### config.mk
export PLATFORM = sky130hd
export DESIGN_NAME = iodelay_train
export DESIGN_NICKNAME = d
export VERILOG_FILES = /design/src/rtl/iodelay_train.sv
export SDC_FILE = /design/constraint.sdc
export NUM_CORES = 1
export LEC_CHECK = 0
export ABC_AREA = 1
export ABC_CLOCK_PERIOD_IN_PS = 9100
export CORE_ASPECT_RATIO = 0.6
export CORE_MARGIN = 5
export CORE_UTILIZATION = 63
export DETAILED_ROUTE_END_ITERATION = 10
export HOLD_SLACK_MARGIN = 0.1
export PLACE_DENSITY = 0.84
export SYNTH_ARGS = -nofsm -noshare
export SYNTH_HDL_FRONTEND = slang
export SYNTH_SLANG_ARGS = --single-unit
### constraint.sdc
create_clock -name clk -period 9.1 [get_ports clk]
set_input_delay 1.365 -clock clk [delete_from_list [all_inputs] [get_ports clk]]
set_output_delay 1.365 -clock clk [all_outputs]
set_load 0.02 [all_outputs]
### src/rtl/iodelay_train.sv
// Tap-training controller for one MIPI data lane IO delay line.
// Sweeps every tap, counts training-byte matches in a fixed window per tap,
// tracks the widest run of passing taps and writes its centre as the final tap.
module iodelay_train #(
  parameter int         P_DELAY_NBIT  = 5,
  parameter int         P_DEFAULT_TAP = 16,
  parameter int         P_SETTLE_CYC  = 40,
  parameter int         P_SAMPLE_CYC  = 64,
  parameter logic [7:0] P_PATTERN     = 8'hB8,
  parameter int         P_MIN_HITS    = 6,
  parameter int         P_MIN_EYE     = 3
) (
  input  logic                    clk,
  input  logic                    rst,
  input  logic                    in_start,
  input  logic                    in_dio,
  output logic [P_DELAY_NBIT-1:0] out_delay,
  output logic                    out_delay_we,
  output logic                    out_busy,
  output logic                    out_done,
  output logic                    out_fail,
  output logic [P_DELAY_NBIT-1:0] out_eye_left,
  output logic [P_DELAY_NBIT:0]   out_eye_width
);

  localparam int TW      = P_DELAY_NBIT;
  localparam int LW      = P_DELAY_NBIT + 1;
  localparam int CNT_MAX = (P_SETTLE_CYC > P_SAMPLE_CYC) ? P_SETTLE_CYC : P_SAMPLE_CYC;
  localparam int CW      = $clog2(CNT_MAX + 1);
  localparam int HW      = $clog2(P_SAMPLE_CYC + 1);

  localparam logic [TW-1:0] LAST_TAP    = {TW{1'b1}};
  localparam logic [TW-1:0] DEF_TAP     = TW'(P_DEFAULT_TAP);
  localparam logic [CW-1:0] SETTLE_LAST = CW'(P_SETTLE_CYC - 1);
  localparam logic [CW-1:0] SAMPLE_LAST = CW'(P_SAMPLE_CYC - 1);
  localparam logic [HW-1:0] HIT_MAX     = HW'(P_SAMPLE_CYC);
  localparam logic [HW-1:0] MIN_HITS    = HW'(P_MIN_HITS);
  localparam logic [LW-1:0] MIN_EYE     = LW'(P_MIN_EYE);

  localparam logic [2:0] S_IDLE   = 3'd0;
  localparam logic [2:0] S_LOAD   = 3'd1;
  localparam logic [2:0] S_SETTLE = 3'd2;
  localparam logic [2:0] S_SAMPLE = 3'd3;
  localparam logic [2:0] S_EVAL   = 3'd4;
  localparam logic [2:0] S_FINAL  = 3'd5;
  localparam logic [2:0] S_DONE   = 3'd6;

  logic [2:0]    state_q, state_d;
  logic [TW-1:0] tap_q, tap_d;
  logic [CW-1:0] cnt_q, cnt_d;
  logic [HW-1:0] hits_q, hits_d;
  logic [7:0]    sr_q, sr_d;
  logic [LW-1:0] cur_len_q, cur_len_d, best_len_q, best_len_d;
  logic [TW-1:0] cur_left_q, cur_left_d, best_left_q, best_left_d;
  logic [TW-1:0] delay_q, delay_d;
  logic          we_q, we_d, busy_q, busy_d, done_q, done_d, fail_q, fail_d;
  logic [TW-1:0] eye_left_q, eye_left_d;
  logic [LW-1:0] eye_width_q, eye_width_d;
  logic [LW-1:0] upd_len;
  logic [TW-1:0] upd_left;

  // Sweep sequencing, window tracking and output selection.
  always_comb begin
    state_d     = state_q;
    tap_d       = tap_q;
    cnt_d       = cnt_q;
    hits_d      = hits_q;
    sr_d        = {sr_q[6:0], in_dio};
    cur_len_d   = cur_len_q;
    cur_left_d  = cur_left_q;
    best_len_d  = best_len_q;
    best_left_d = best_left_q;
    delay_d     = delay_q;
    we_d        = 1'b0;
    busy_d      = busy_q;
    done_d      = done_q;
    fail_d      = fail_q;
    eye_left_d  = eye_left_q;
    eye_width_d = eye_width_q;
    upd_len     = cur_len_q;
    upd_left    = cur_left_q;
    case (state_q)
      S_IDLE, S_DONE: begin
        if (in_start) begin
          tap_d       = '0;
          best_len_d  = '0;
          best_left_d = '0;
          cur_len_d   = '0;
          cur_left_d  = '0;
          done_d      = 1'b0;
          fail_d      = 1'b0;
          busy_d      = 1'b1;
          state_d     = S_LOAD;
        end
      end
      S_LOAD: begin
        delay_d = tap_q;
        we_d    = 1'b1;
        sr_d    = '0;
        hits_d  = '0;
        cnt_d   = '0;
        state_d = S_SETTLE;
      end
      S_SETTLE: begin
        if (cnt_q == SETTLE_LAST) begin
          cnt_d   = '0;
          state_d = S_SAMPLE;
        end else begin
          cnt_d = cnt_q + 1'b1;
        end
      end
      S_SAMPLE: begin
        if (sr_q == P_PATTERN && hits_q != HIT_MAX) hits_d = hits_q + 1'b1;
        if (cnt_q == SAMPLE_LAST) state_d = S_EVAL;
        else                      cnt_d   = cnt_q + 1'b1;
      end
      S_EVAL: begin
        if (hits_q >= MIN_HITS) begin
          if (cur_len_q == '0) upd_left = tap_q;
          upd_len = cur_len_q + 1'b1;
        end else begin
          upd_len = '0;
        end
        cur_len_d  = upd_len;
        cur_left_d = upd_left;
        // Strict compare keeps the earliest of equally wide windows.
        if (upd_len > best_len_q) begin
          best_len_d  = upd_len;
          best_left_d = upd_left;
        end
        if (tap_q == LAST_TAP) begin
          state_d = S_FINAL;
        end else begin
          tap_d   = tap_q + 1'b1;
          state_d = S_LOAD;
        end
      end
      S_FINAL: begin
        if (best_len_q >= MIN_EYE) begin
          delay_d = TW'({1'b0, best_left_q} + ((best_len_q - 1'b1) >> 1));
        end else begin
          delay_d = DEF_TAP;
          fail_d  = 1'b1;
        end
        we_d        = 1'b1;
        eye_left_d  = best_left_q;
        eye_width_d = best_len_q;
        done_d      = 1'b1;
        busy_d      = 1'b0;
        state_d     = S_DONE;
      end
      default: state_d = S_IDLE;
    endcase
  end

  // Control state and lane-facing outputs; reset aborts any sweep immediately.
  always_ff @(posedge clk) begin
    if (rst) begin
      state_q     <= S_IDLE;
      delay_q     <= DEF_TAP;
      we_q        <= 1'b0;
      busy_q      <= 1'b0;
      done_q      <= 1'b0;
      fail_q      <= 1'b0;
      eye_left_q  <= '0;
      eye_width_q <= '0;
    end else begin
      state_q     <= state_d;
      delay_q     <= delay_d;
      we_q        <= we_d;
      busy_q      <= busy_d;
      done_q      <= done_d;
      fail_q      <= fail_d;
      eye_left_q  <= eye_left_d;
      eye_width_q <= eye_width_d;
    end
  end

  // Sweep datapath; every field is reinitialised by start or LOAD before use.
  always_ff @(posedge clk) begin
    tap_q       <= tap_d;
    cnt_q       <= cnt_d;
    hits_q      <= hits_d;
    sr_q        <= sr_d;
    cur_len_q   <= cur_len_d;
    cur_left_q  <= cur_left_d;
    best_len_q  <= best_len_d;
    best_left_q <= best_left_d;
  end

  assign out_delay     = delay_q;
  assign out_delay_we  = we_q;
  assign out_busy      = busy_q;
  assign out_done      = done_q;
  assign out_fail      = fail_q;
  assign out_eye_left  = eye_left_q;
  assign out_eye_width = eye_width_q;

endmodule

==> impl_metrics.py <==
metrics = {
    "logic_synthesis": {
        "synthMuxAreaShare_pct": 0,
        "synth_xor_area_share_pct": 1.46,
        "syn_avg_cell_area_um2": 8.66,
        "yosys.area_share.adder_pct": 7.85,
        "syn_inst": 416,
        "synth_top_family_by_area": "simple AND/OR/NAND/NOR gates",
        "synth.yosys.warnings": 0,
        "yosysUniqueCellTypes": 33,
        "netlist_area_mm2": 0.00360,
        "synth_seq_cells": 72,
        "synth_fp_nets": 442,
        "yosys.area_share.simple_pct": 22.3,
        "synth_compound_gate_area_share_pct": 8.96,
        "yosysSeqAreaShare_pct": 51.4,
    },
    "power_and_ir_drop": {
        "ir_drop_uv": 171,
        "power_density_mw_per_mm2": 303,
        "p_leak_nw": 1.85,
    },
    "global_route": {
        "grt_usage_pct": 23.1,
        "grt_pass1_wl_mm": 12.8,
        "antenna_found_initial": 0,
        "grt_max_degree": 22,
        "grt_overflow": 0,
        "grt_pass1_vias": 2701,
    },
    "timing": {
        "setup_viol": 0,
        "tns_ns": 0,
        "fmax_ghz": 0.291,
        "rsz0062_at_grt": "false",
        "whs_ns": 0.436,
        "maxSlewViolCount": 0,
        "maxSlewHeadroom_pct": 34.2,
        "fin_worst_skew_ns": 0.00979,
        "final_hold_viol_count": 0,
        "fin_crit_sh_pct": 37.7,
        "worstMarginPinSlew_ns": 0.977,
        "period_needed_ns": 3.43,
    },
    "worst_setup_path": {
        "arrival_ns": 3.41,
        "critPathMaxFanout": 11,
        "reg2reg_to": "best_len_q[3]",
        "worst_setup_path_end_kind": "flip-flop",
        "r2r-start": "hits_q[0]",
        "ff2ff_setup_slack_ns": 5.67,
        "r2r_cells": 15,
        "critPathLaunchType": "flip-flop",
        "cp_data_required_time_ns": 9.07,
        "critPathKind": "flip-flop to flip-flop",
    },
    "routing": {
        "via_per_inst": 5.50,
        "routed_wl_mm": 7.83,
        "firstDrtPassIters": 6,
        "drc": 0,
        "drt_iter0_drc": 241,
        "avgRoutedWirePerCell_um": 14.8,
        "ant_nets": 0,
        "num_vias": 2911,
    },
    "cts": {
        "tritoncts": "yes",
        "htree_levels": 3,
        "cts_buffers": 9,
        "cts_setup_buffers": 0,
        "insertion_delay_ns": 0.36,
        "cts_resized": 0,
        "cts.sinks": 72,
        "clock_path_buffers": 2,
        "path_clk_slew_ns": 0.07,
        "cts.hold.buffers_added": 0,
        "root_buffer": "clkbuf_8",
    },
    "final_layout": {
        "antenna_cells": 0,
        "layout_common_cells": "nand2_1, inv_1, nor2_1, edfxtp_1, a21oi_1",
        "layout-drive-gt1-share_pct": 6.90,
        "final_common_cell": "nand2_1",
        "area_growth_pct": 15.4,
        "num-nets-final": 470,
    },
    "floorplan": {
        "ios": 24,
        "die_area_mm2": 0.00738,
        "die_w_um": 108,
        "die_h_um": 68.6,
        "row_count": 21,
        "core_area_mm2": 0.00557,
        "start_util_pct": 64.7,
    },
    "placed_design": {
        "gp_congestion": 0.957,
        "port_buffers": 23,
        "dpl.hpwl_mm": 5.55,
    },
    "worst_hold_path": {
        "holdPathStages": 2,
        "hold_class": "flip-flop to flip-flop",
        "hold_path_end": "sr_q[4]",
        "hold_start": "sr_q[3]",
    },
    "run": {
        "cap_violations": 0,
    },
    "outcome": {
        "outcome": "complete, no violations",
    },
}
==> metrics by stage <==
step | instance area [um^2] | std cells | util, % | power, mW | setup slack [ns]
floorplan | 3600 | 416 | - | 0.811 | 6.20
global route | 4160 | 529 | 74.6 | 1.34 | 5.44
CTS | 4160 | 529 | 74.6 | 1.25 | 5.73
finish | 4160 | 529 | 74.6 | 1.26 | 5.67
detailed placement | 3900 | 513 | 70.0 | 0.926 | 5.74
global placement | 3900 | 513 | 70.0 | 0.904 | 5.81
==> worst max-delay path, stage by stage (launching register included) <==
cell	delay (ns)
edfxtp_1	0.42
inv_1	0.09
ha_1	0.20
nor2_1	0.10
nor2_1	0.05
nor2_2	0.33
inv_1	0.10
nand2_1	0.11
nor2_1	0.05
ha_1	0.29
nand2_1	0.07
nor2_1	0.15
o21ai_0	0.11
o211ai_1	0.11
nand2_1	0.09
a21oi_1	0.77
==> cells by family (layout without fill, tap and decap cells) <==
| kind of cell | count (synthesis) | after routing |
|---|---|---|
| buffers and inverters | 73 | 106 |
| DFF | 72 | 72 |
| and+or+nand+nor | 179 | 179 |
| adders and majority gates | 22 | 22 |
| AOI/OAI and AO/OA | 64 | 64 |
| xor gates and xnor gates | 6 | 6 |
==> where the power goes <==
group	internal [mW]	switching [mW]	total (mW)
registers	0.454	0.0698	0.524
clock network	0.200	0.122	0.321
logic	0.138	0.276	0.414
==> cell type report <==
type / count / area, um^2
timing repair buffer: 23 / 230
tap: 80 / 100
fill: 413 / 1420
inverter: 67 / 255
clock buffer: 12 / 156
clock inverter: 4 / 98.8
sequential: 72 / 1850
multi-input combinational: 271 / 1460
==> registers in the layout, summed over array words and instances, names as in the netlist <==
signal         cells
best_left_q        5
best_len_q         6
cnt_q              7
cur_left_q         5
cur_len_q          6
hits_q             7
out_busy           1
out_delay          5
out_delay_we       1
out_done           1
out_eye_left       5
out_eye_width      6
out_fail           1
sr_q               8
state_q            3
tap_q              5
==> layer usage <==
| layer | vias up | routed length (um) | global-route usage (%) | share of wire [%] |
|---|---|---|---|---|
| met1 | 1347 | 3680 | 31.4 | 47 |
| met3 | 15 | 767 | 8.65 | 9.8 |
| li1 | 1429 | - | - | - |
| met5 | - | 0 | 0 | 0 |
| met4 | 0 | 112 | 7.09 | 1.4 |
| met2 | 120 | 3280 | 34.8 | 42 |
==> worst max-delay path by stage <==
| stage | cells after the start | slack (ns) | to | start |
|---|---|---|---|---|
| 6_report | 15 | 5.67 | best_len_q[3] | hits_q[0] |
| 5_1_grt | 15 | 5.44 | best_len_q[3] | hits_q[0] |
| 4_1_cts | 15 | 5.73 | best_len_q[3] | hits_q[0] |
| 3_5_place_dp | 15 | 5.74 | best_len_q[4] | hits_q[0] |
| 3_3_place_gp | 5 | 5.81 | best_len_q[4] | in_start |
| 2_1_floorplan | 14 | 6.20 | best_left_q[0] | hits_q[1] |
==> cell usage after synthesis, drive strengths merged <==
| library cell | n | share of area (%) |
|---|---|---|
| nor3 | 13 | 1.8 |
| xor2 | 4 | 0.97 |
| nand4 | 3 | 0.52 |
| edfxtp | 41 | 34 |
| buf | 5 | 0.80 |
| dfxtp | 31 | 17 |
| fa | 1 | 0.56 |
| a21oi | 37 | 5.1 |
| clkbuf | 1 | 0.10 |
| nor3b | 3 | 0.63 |
| nor4 | 4 | 0.69 |
| inv | 66 | 6.9 |
| or2 | 2 | 0.35 |
| nand2 | 72 | 8.1 |
| nand3 | 24 | 3.8 |
| ha | 21 | 7.3 |
| nor2 | 58 | 6.5 |
| xnor2 | 2 | 0.49 |
| o211ai | 1 | 0.21 |
| o21ai | 26 | 3.6 |
| clkinv | 1 | 0.14 |
Power figures use the tool's default switching activity.
